--- src/rtl/mem_arbiter_pkg.sv ---
// Shared definitions for the two-client memory arbiter.
// Holds the FSM state encoding, the client identifiers used by the
// round-robin pointer, and a helper that names the opposite client.
package mem_arbiter_pkg;

  typedef enum logic [1:0] {
    IDLE    = 2'b00,
    GRANT_D = 2'b01,
    GRANT_I = 2'b10
  } arb_state_e;

  localparam logic CLIENT_D = 1'b0;
  localparam logic CLIENT_I = 1'b1;

  // The client that should be favoured after `id` has been served.
  function automatic logic other_client(input logic id);
    return ~id;
  endfunction

endpackage

--- src/rtl/mem_arbiter_if.sv ---
// Bus bundle between the two cache clients, the arbiter and the block memory.
//   d_*   : data-cache side (read/write requests, busywait, read block)
//   i_*   : instruction-cache side (read requests only)
//   mem_* : block memory side (strobes, address/data, busywait)
// Modports:
//   slave  : the arbiter's view (takes client requests and memory responses)
//   master : the environment's view (caches + memory driving the arbiter)
interface mem_arbiter_if #(
  parameter int ADDR_W = 6,
  parameter int DATA_W = 32
);
  logic              d_read;
  logic              d_write;
  logic [ADDR_W-1:0] d_address;
  logic [DATA_W-1:0] d_writedata;
  logic [DATA_W-1:0] d_readdata;
  logic              d_busywait;

  logic              i_read;
  logic [ADDR_W-1:0] i_address;
  logic [DATA_W-1:0] i_readdata;
  logic              i_busywait;

  logic              mem_read;
  logic              mem_write;
  logic [ADDR_W-1:0] mem_address;
  logic [DATA_W-1:0] mem_writedata;
  logic [DATA_W-1:0] mem_readdata;
  logic              mem_busywait;

  modport slave (
    input  d_read, d_write, d_address, d_writedata,
    output d_readdata, d_busywait,
    input  i_read, i_address,
    output i_readdata, i_busywait,
    output mem_read, mem_write, mem_address, mem_writedata,
    input  mem_readdata, mem_busywait
  );

  modport master (
    output d_read, d_write, d_address, d_writedata,
    input  d_readdata, d_busywait,
    output i_read, i_address,
    input  i_readdata, i_busywait,
    input  mem_read, mem_write, mem_address, mem_writedata,
    output mem_readdata, mem_busywait
  );

endinterface

--- src/rtl/mem_arbiter_rr_pick2.sv ---
// Combinational two-way round-robin picker.
//   req_d, req_i : pending requests from the data and instruction caches
//   rr_ptr       : client favoured when both request (0 = D, 1 = I)
//   grant_valid  : at least one client is requesting
//   grant_id     : client to grant (meaningful only when grant_valid = 1)
module rr_pick2
  import mem_arbiter_pkg::*;
(
  input  logic req_d,
  input  logic req_i,
  input  logic rr_ptr,
  output logic grant_valid,
  output logic grant_id
);

  // Lone requester wins outright; a tie goes to the pointer's client.
  always_comb begin
    grant_valid = req_d | req_i;
    if (req_d && req_i) begin
      grant_id = rr_ptr;
    end else if (req_i) begin
      grant_id = CLIENT_I;
    end else begin
      grant_id = CLIENT_D;
    end
  end

endmodule

--- src/rtl/mem_arbiter.sv ---
// Shares one block memory between the data cache (D) and the instruction
// cache (I). One memory transaction is granted at a time, round-robin on
// ties; the grant is held until memory completes, and the waiting client is
// stalled through its busywait.
//   clk : system clock, posedge active
//   rst : asynchronous, active-high reset
//   bus : mem_arbiter_if.slave (client requests/responses, memory strobes)
module mem_arbiter
  import mem_arbiter_pkg::*;
#(
  parameter int ADDR_W = 6,
  parameter int DATA_W = 32
) (
  input  logic            clk,
  input  logic            rst,
  mem_arbiter_if.slave    bus
);

  arb_state_e        state_r;
  logic              started_r;
  logic              rr_ptr_r;
  logic [ADDR_W-1:0] addr_hold_r;
  logic [DATA_W-1:0] wdata_hold_r;

  logic              req_d_s;
  logic              req_i_s;
  logic              grant_valid_s;
  logic              grant_id_s;
  logic              done_s;
  logic              mem_read_s;
  logic              mem_write_s;
  logic [ADDR_W-1:0] mem_address_s;
  logic [DATA_W-1:0] mem_writedata_s;

  assign req_d_s = bus.d_read | bus.d_write;
  assign req_i_s = bus.i_read;

  // Memory has acknowledged the access (busy seen) and has now finished it.
  assign done_s = started_r & ~bus.mem_busywait;

  rr_pick2 u_pick (
    .req_d       (req_d_s),
    .req_i       (req_i_s),
    .rr_ptr      (rr_ptr_r),
    .grant_valid (grant_valid_s),
    .grant_id    (grant_id_s)
  );

  // Grant FSM plus the address/data hold registers shown on the bus in IDLE.
  always_ff @(posedge clk or posedge rst) begin
    if (rst) begin
      state_r      <= IDLE;
      started_r    <= 1'b0;
      rr_ptr_r     <= CLIENT_D;
      addr_hold_r  <= {ADDR_W{1'b0}};
      wdata_hold_r <= {DATA_W{1'b0}};
    end else begin
      case (state_r)
        IDLE: begin
          started_r <= 1'b0;
          if (grant_valid_s) begin
            state_r <= (grant_id_s == CLIENT_I) ? GRANT_I : GRANT_D;
          end else begin
            state_r <= IDLE;
          end
        end
        GRANT_D: begin
          addr_hold_r  <= bus.d_address;
          wdata_hold_r <= bus.d_writedata;
          if (done_s) begin
            state_r   <= IDLE;
            started_r <= 1'b0;
            rr_ptr_r  <= other_client(CLIENT_D);
          end else if (!started_r && !req_d_s) begin
            // Request withdrawn before memory picked it up: no turn consumed.
            state_r <= IDLE;
          end else if (bus.mem_busywait) begin
            started_r <= 1'b1;
          end else begin
            started_r <= started_r;
          end
        end
        GRANT_I: begin
          addr_hold_r <= bus.i_address;
          if (done_s) begin
            state_r   <= IDLE;
            started_r <= 1'b0;
            rr_ptr_r  <= other_client(CLIENT_I);
          end else if (!started_r && !req_i_s) begin
            state_r <= IDLE;
          end else if (bus.mem_busywait) begin
            started_r <= 1'b1;
          end else begin
            started_r <= started_r;
          end
        end
        default: begin
          state_r   <= IDLE;
          started_r <= 1'b0;
        end
      endcase
    end
  end

  // Route the granted client onto the memory bus; IDLE replays the held values.
  always_comb begin
    mem_read_s      = 1'b0;
    mem_write_s     = 1'b0;
    mem_address_s   = addr_hold_r;
    mem_writedata_s = wdata_hold_r;
    case (state_r)
      GRANT_D: begin
        // A simultaneous read and write from D is treated as a write.
        mem_write_s     = bus.d_write;
        mem_read_s      = bus.d_read & ~bus.d_write;
        mem_address_s   = bus.d_address;
        mem_writedata_s = bus.d_writedata;
      end
      GRANT_I: begin
        mem_read_s    = bus.i_read;
        mem_address_s = bus.i_address;
      end
      default: begin
        mem_read_s  = 1'b0;
        mem_write_s = 1'b0;
      end
    endcase
  end

  // Strobes are cut in the completion cycle so memory never sees a repeat.
  assign bus.mem_read      = mem_read_s & ~done_s;
  assign bus.mem_write     = mem_write_s & ~done_s;
  assign bus.mem_address   = mem_address_s;
  assign bus.mem_writedata = mem_writedata_s;

  assign bus.d_busywait = req_d_s & ~((state_r == GRANT_D) & done_s);
  assign bus.i_busywait = req_i_s & ~((state_r == GRANT_I) & done_s);
  assign bus.d_readdata = bus.mem_readdata;
  assign bus.i_readdata = bus.mem_readdata;

endmodule

--- src/flat_wrapper.sv ---
// flat-port wrapper written by rule: the top's interface ports become plain ports
module mem_arbiter_flat import mem_arbiter_pkg::*;
#(
  parameter int ADDR_W = 6,
  parameter int DATA_W = 32
)
  (clk, rst, bus_d_read, bus_d_write, bus_d_address, bus_d_writedata, bus_d_readdata, bus_d_busywait, bus_i_read, bus_i_address, bus_i_readdata, bus_i_busywait, bus_mem_read, bus_mem_write, bus_mem_address, bus_mem_writedata, bus_mem_readdata, bus_mem_busywait);
  mem_arbiter_if #(.ADDR_W(ADDR_W), .DATA_W(DATA_W)) bus_i ();
  input  logic clk;
  input  logic rst;
  input wire logic [$bits(bus_i.d_read)-1:0] bus_d_read;
  input wire logic [$bits(bus_i.d_write)-1:0] bus_d_write;
  input wire logic [$bits(bus_i.d_address)-1:0] bus_d_address;
  input wire logic [$bits(bus_i.d_writedata)-1:0] bus_d_writedata;
  output wire logic [$bits(bus_i.d_readdata)-1:0] bus_d_readdata;
  output wire logic [$bits(bus_i.d_busywait)-1:0] bus_d_busywait;
  input wire logic [$bits(bus_i.i_read)-1:0] bus_i_read;
  input wire logic [$bits(bus_i.i_address)-1:0] bus_i_address;
  output wire logic [$bits(bus_i.i_readdata)-1:0] bus_i_readdata;
  output wire logic [$bits(bus_i.i_busywait)-1:0] bus_i_busywait;
  output wire logic [$bits(bus_i.mem_read)-1:0] bus_mem_read;
  output wire logic [$bits(bus_i.mem_write)-1:0] bus_mem_write;
  output wire logic [$bits(bus_i.mem_address)-1:0] bus_mem_address;
  output wire logic [$bits(bus_i.mem_writedata)-1:0] bus_mem_writedata;
  input wire logic [$bits(bus_i.mem_readdata)-1:0] bus_mem_readdata;
  input wire logic [$bits(bus_i.mem_busywait)-1:0] bus_mem_busywait;
  assign bus_i.d_read = bus_d_read;
  assign bus_i.d_write = bus_d_write;
  assign bus_i.d_address = bus_d_address;
  assign bus_i.d_writedata = bus_d_writedata;
  assign bus_d_readdata = bus_i.d_readdata;
  assign bus_d_busywait = bus_i.d_busywait;
  assign bus_i.i_read = bus_i_read;
  assign bus_i.i_address = bus_i_address;
  assign bus_i_readdata = bus_i.i_readdata;
  assign bus_i_busywait = bus_i.i_busywait;
  assign bus_mem_read = bus_i.mem_read;
  assign bus_mem_write = bus_i.mem_write;
  assign bus_mem_address = bus_i.mem_address;
  assign bus_mem_writedata = bus_i.mem_writedata;
  assign bus_i.mem_readdata = bus_mem_readdata;
  assign bus_i.mem_busywait = bus_mem_busywait;
  mem_arbiter #(.ADDR_W(ADDR_W), .DATA_W(DATA_W)) u_core (.clk(clk), .rst(rst), .bus(bus_i));
endmodule
--- config.mk ---
export PLATFORM = sky130hd
export DESIGN_NAME = mem_arbiter_flat
export DESIGN_NICKNAME = d
export VERILOG_FILES = /design/src/rtl/mem_arbiter_pkg.sv /design/src/rtl/mem_arbiter_if.sv /design/src/rtl/mem_arbiter_rr_pick2.sv /design/src/rtl/mem_arbiter.sv /design/src/flat_wrapper.sv
export SDC_FILE = /design/constraint.sdc
export NUM_CORES = 1
export LEC_CHECK = 0
export ABC_CLOCK_PERIOD_IN_PS = 1800
export BUFFER_PORTS_ARGS = -buffer_cell sky130_fd_sc_hd__buf_2
export CAP_MARGIN = 40
export CORE_AREA = 5 5 83 85
export DETAILED_ROUTE_END_ITERATION = 8
export DIE_AREA = 0 0 88 90
export PLACE_DENSITY = 0.79
export SLEW_MARGIN = 20
export SYNTH_ARGS = -nofsm -noshare
export SYNTH_HDL_FRONTEND = slang
export SYNTH_HIERARCHICAL = 1
export SYNTH_SLANG_ARGS = --single-unit
--- constraint.sdc ---
create_clock -name clk -period 1.8 [get_ports clk]
set_input_delay 0.09 -clock clk [delete_from_list [all_inputs] [get_ports clk]]
set_output_delay 0.09 -clock clk [all_outputs]
set_load 0.01 [all_outputs]
# Word level (Yosys, flattened, before mapping)
# Cells that the tools add are included.
# op_classes
bitwise	15
muxes	22
n_eq_ne	8
n_reduce_logical	11
# ops
op	n
$mux W32	1
$mux W2	6
$pmux W6 S2	1
$mux W1	10
$and A1 B1 Y1	8
$ne A3 B1 Y1 const B	2
$ne A3 B2 Y1 const B	2
$pmux W1 S2	3
$pmux W2 S3	1
$not A1 Y1	5
$ne A2 B1 Y1 const B	2
$reduce_and A2 Y1	2
$logic_and A1 B1 Y1	3
$logic_not A1 Y1	3
$reduce_and A3 Y1	1
$eq A2 B1 Y1 const B	1
$eq A2 B2 Y1 const B	1
$logic_not A2 Y1	1
$or A1 B1 Y1	2
$reduce_bool A2 Y1	1
# totals
out_inout_bits	106
reg_bits	42
inputBits	82

# Depth between registers and ports, before layout
# depth
word_depth	6
depth_mapped	6
ltp_nobuf	5

# Cells and area by module
# The synthesis kept the hierarchy.
# by_module_without_submodules
module	seq_area_each_um2	cells_per_inst	area_per_inst_um2	n_inst
mem_arbiter	1051.0	195	2270.9	1
rr_pick2	0.0	3	17.5	1

# Least setup slack after synthesis
# OpenSTA, ideal clock, no wires.
# synth_path
path_kind	flip-flop to flip-flop
from	reg u_core.state_r[1]
to	reg u_core.wdata_hold_r[10]
synth_period_minus_slack_ns	1.554
path_slack_ns	0.246
setup_ns	0.149
required_ns	1.651
arrival_time_ns	1.406
path_stages_with_launch	6
path_cell_list	dfrtp_1 inv_1 ha_1 buf_2 buf_2 mux2_1
# synth_between
elab_chain_len	2
# synth_rtl
element	line_no	rtl
start, declared	mem_arbiter.sv:19	arb_state_e state_r;
start signal, assigned	mem_arbiter.sv:62	state_r <= (grant_id_s == CLIENT_I) ? GRANT_I : GRANT_D;
$eq A2 B1 Y1	-	
$mux W32	-	
named net bus_mem_writedata[10]	flat_wrapper.sv:24	output wire logic [$bits(bus_i.mem_writedata)-1:0] bus_mem_writedata;
end signal, assigned	mem_arbiter.sv:56	wdata_hold_r <= {DATA_W{1'b0}};
end signal, assigned	mem_arbiter.sv:69	wdata_hold_r <= bus.d_writedata;
end, declared	mem_arbiter.sv:23	logic [DATA_W-1:0] wdata_hold_r;
# The timed path passes the listed nets, and every way through them passes these cells.
# A chain may end at the register's enable or synchronous reset.

# Worst setup path in the final report
# layout_path
from	reg u_core.state_r[1]
to	out bus_mem_writedata[0]
# layout_between
elab_chain_len	2
# layout_rtl
element	line_no	rtl
$eq A2 B1 Y1	mem_arbiter.sv:111	case (state_r)
$mux W32	mem_arbiter.sv:111	
end, declared	flat_wrapper.sv:24	
# No other way between the ends.

==> metrics.txt <==
Worst path slowest cell dfrtp_1; row cnt 29; RSZ-0062 raised after global routing yes; top_reg_cell synth dfrtp_1; compound-gate portion of the synthesized area 6.62%; Seq pwr share a little over a quarter; met3 usage 4.20%; internal power a little under 4 mW; ANT nets after route 0; fin. max-slew vios 0; DRT Pass-1 Iters 4; Seq/Total Area, Yosys a little under half; DPL Wire Length between 3000 and 4000 um; GRT met2 Usage between 20% and 30%; Yosys cell types 26; Nets 330; Worst Setup Start Kind register; setup TNS 0 ns; DR iter-0 viols 32; Final WS setup between 0.015 and 0.02 ns; cts bufs inserted 5; multi-input logic area 827 sq um; Lkg Pwr roughly 1.4 nW; global-route layer with the greatest usage met2; P_sw between 2 and 2.5 mW; CTS root buf clkbuf_8; Power Density 2090 mW/mm^2; Ys Warns 6; port buffer count between 90 and 100; worst-skew pair later-pin latency ~0.29 ns; Post-route DRC 0; Setup Slack @ Placement roughly 0.15 ns; largest net degree at the start of global routing 31; Post-Synth Simple-Gate Area 3.72%; Post-synth EDFFs 0; core area between 0.006 and 0.007 sq mm; achievable frequency 561 MHz; status finished, final reports clean; layout cells sized above 1 about two thirds; vias in the first global route between 1,500 and 2,000; H-tree level count 2; multiplexer area fraction after synthesis around 17%; Net Sw Frac between 30% and 40%; Arrival @ worst endpoint 1.69 ns; maximum vdd ir drop around 1.0 mV; Mapped Nets 285; CTS clk-pin slew, worst paths 0.09 ns; clk_skew around 0.0099 ns; first-pass GRT wire length between 7000 and 8000 um; All-Layer GR Usage 12.1%; Max clock buf depth 2; Final Hold Vio Count 0; Post-Synth Adder-Cell Area between 2 and 3%; Clk pwr share 10.2%; Slew headroom about three fifths; reported max-cap violation count 0; kind of critical path register to output port; final WL about 5200 um; DR vias/cell approximately 4.6; IO Count around 190; TritonCTS Sinks between 40 and 50; initial cell density of the core a little under two fifths; Die ar. 0.00792 sq mm; Mean Syn Cell Area 11.6 sq um; max incr delay on CP 0.40 ns; Critical Path Fanout Max 6; WP data required 1.71 ns; Slew @ Worst Pin 0.627 ns; WL/cell between 15 and 20 um; Fill cells roughly 550; Tcrit/Tclk final between 90 and 100%; routability cong. 0.694; synthesized cell area approximately 0.0023 sq mm; crit-path cells inv_2 -> ha_4 -> buf_6 -> mux2_2 -> buf_2; Antenna diodes 0; synthesis-to-layout area growth 26.1%; Final min period approximately 1.8 ns; flops & latches, synth 42; TritonCTS clock tree done; met1 Resource Use GR approximately 13%; die width 88 um; async set or reset register ratio after synthesis 100%; final setup vio count 0; final global-route overflow total 0; Reg area 0.00105 sq mm; CP Capture Type output port; vias ~1,500; synthesized netlist cell count a little under 200; Min-Delay Path Class input pin to register; Post-Synth XOR/XNOR Area 0%; initial antenna violation count 0; largest family of logic cells by synthesized area buffers and inverters; combinational power share 63.3%; die height about 90 um
## layout by cell type, fill, tap and decap left out, types with 2 or more instances in the layout
cell type,n
clkbuf_16,2
a22oi_1,6
a21oi_2,4
clkbuf_8,5
dfrtp_1,41
mux2_1,2
inv_1,4
mux2_2,8
a21oi_1,6
mux2_4,22
buf_6,24
nor2_1,8
inv_2,4
mux2i_1,3
ha_4,3
buf_4,10
buf_2,70
## synth_stat cells, types with 2 or more instances
library cell	count	area, sq um
buf_4	66	495
dfrtp_1	42	1050
mux2_1	26	293
a21oi_1	10	50.1
nor2_1	8	30.0
inv_1	7	26.3
a22oi_1	6	45.0
mux2_2	6	67.6
ha_1	5	62.6
buf_2	3	15.0
mux2i_1	3	30.0
clkbuf_1	2	7.51
## flip-flops by register name, summed over array words and instances (netlist names)
register / flops
u_core/rr_ptr_r: 1
u_core/wdata_hold_r: 32
u_core/addr_hold_r: 6
u_core/state_r: 2
u_core/started_r: 1
## critical path: cells and delay by family (launching register included)
family,cells,cell delay [ns]
flip-flops,1,0.40
adder cells (fa/ha/maj),1,0.24
buffers and inverters,3,0.41
multiplexers,1,0.34
## area by class of cell
type                            instances  share of cell area [%]
Sequential cell                        42                    36.5
Clock inverter                          3                   0.737
Clock buffer                            5                    2.38
Multi-Input combinational cell         77                    28.7
Inverter                                8                    1.04
Tap cell                               77                    3.34
Timing Repair Buffer                  109                    27.4
## kinds of logic (layout without fill, tap and decap cells)
logic type | after synthesis | after routing
flops | 42 | 42
mux | 35 | 35
fa+ha+maj | 5 | 5
compound gates | 21 | 21
simple gates | 16 | 16
buf+inv | 79 | 125
## per-layer routing
layer,routed length [um],vias up
met5,0,-
met4,209,0
met3,409,29
met2,2560,65
met1,2020,715
li1,-,680
## stage by stage
stage | total power, mW | hold slack, ns | util (%) | cells | instance area, sq um
CTS | 4.87 | 0.0132 | 41.2 | 311 | 2520
finish | 6.03 | 0.0295 | 47.1 | 321 | 2890
global route | 6.41 | 0.0260 | 47.1 | 321 | 2890
global placement | 4.00 | 0.180 | 38.7 | 300 | 2370
detailed placement | 4.10 | 0.180 | 38.7 | 300 | 2370
floorplan | 3.25 | 0.233 | - | 198 | 2290
## power by group through the flow
stage / sequential [mW] / clock (mW) / combinational (mW)
finish: 1.59 / 0.615 / 3.82
global route: 1.64 / 0.685 / 4.09
CTS: 1.57 / 0.650 / 2.65
detailed placement: 1.59 / 0 / 2.51
global placement: 1.56 / 0 / 2.44
floorplan: 1.54 / 0 / 1.72
## timing repair
action | 4_1_cts | 5_1_grt
buffers inserted | 2 | 7
pin swaps | 0 | 4
hold buffers | 1 | 0
endpoints found under the hold margin | 28 | 0
cloned | 0 | 3
setup endpoints to repair | 37 | 35
gates resized for setup | 6 | 67
## final timing paths
| path | start | to | slack (ns) | cells past startpoint |
|---|---|---|---|---|
| worst max-delay path | u_core/state_r[1]$_DFFE_PP0P_ | bus_mem_writedata[0] | 0.02 | 5 |
| worst min-delay path | bus_d_writedata[20] | u_core/wdata_hold_r[20]$_DFF_PP0_ | 0.03 | 2 |
| worst max register to register | u_core/state_r[1]$_DFFE_PP0P_ | u_core/wdata_hold_r[30]$_DFF_PP0_ | 0.33 | 5 |
| worst min register to register | u_core/wdata_hold_r[20]$_DFF_PP0_ | u_core/wdata_hold_r[20]$_DFF_PP0_ | 0.48 | 1 |
| max in group asynchronous | rst | u_core/state_r[0]$_DFFE_PP0P_ | 0.81 | 4 |
| min in group asynchronous | rst | u_core/wdata_hold_r[19]$_DFF_PP0_ | 0.42 | 3 |
(Power assumes the default switching activity.)
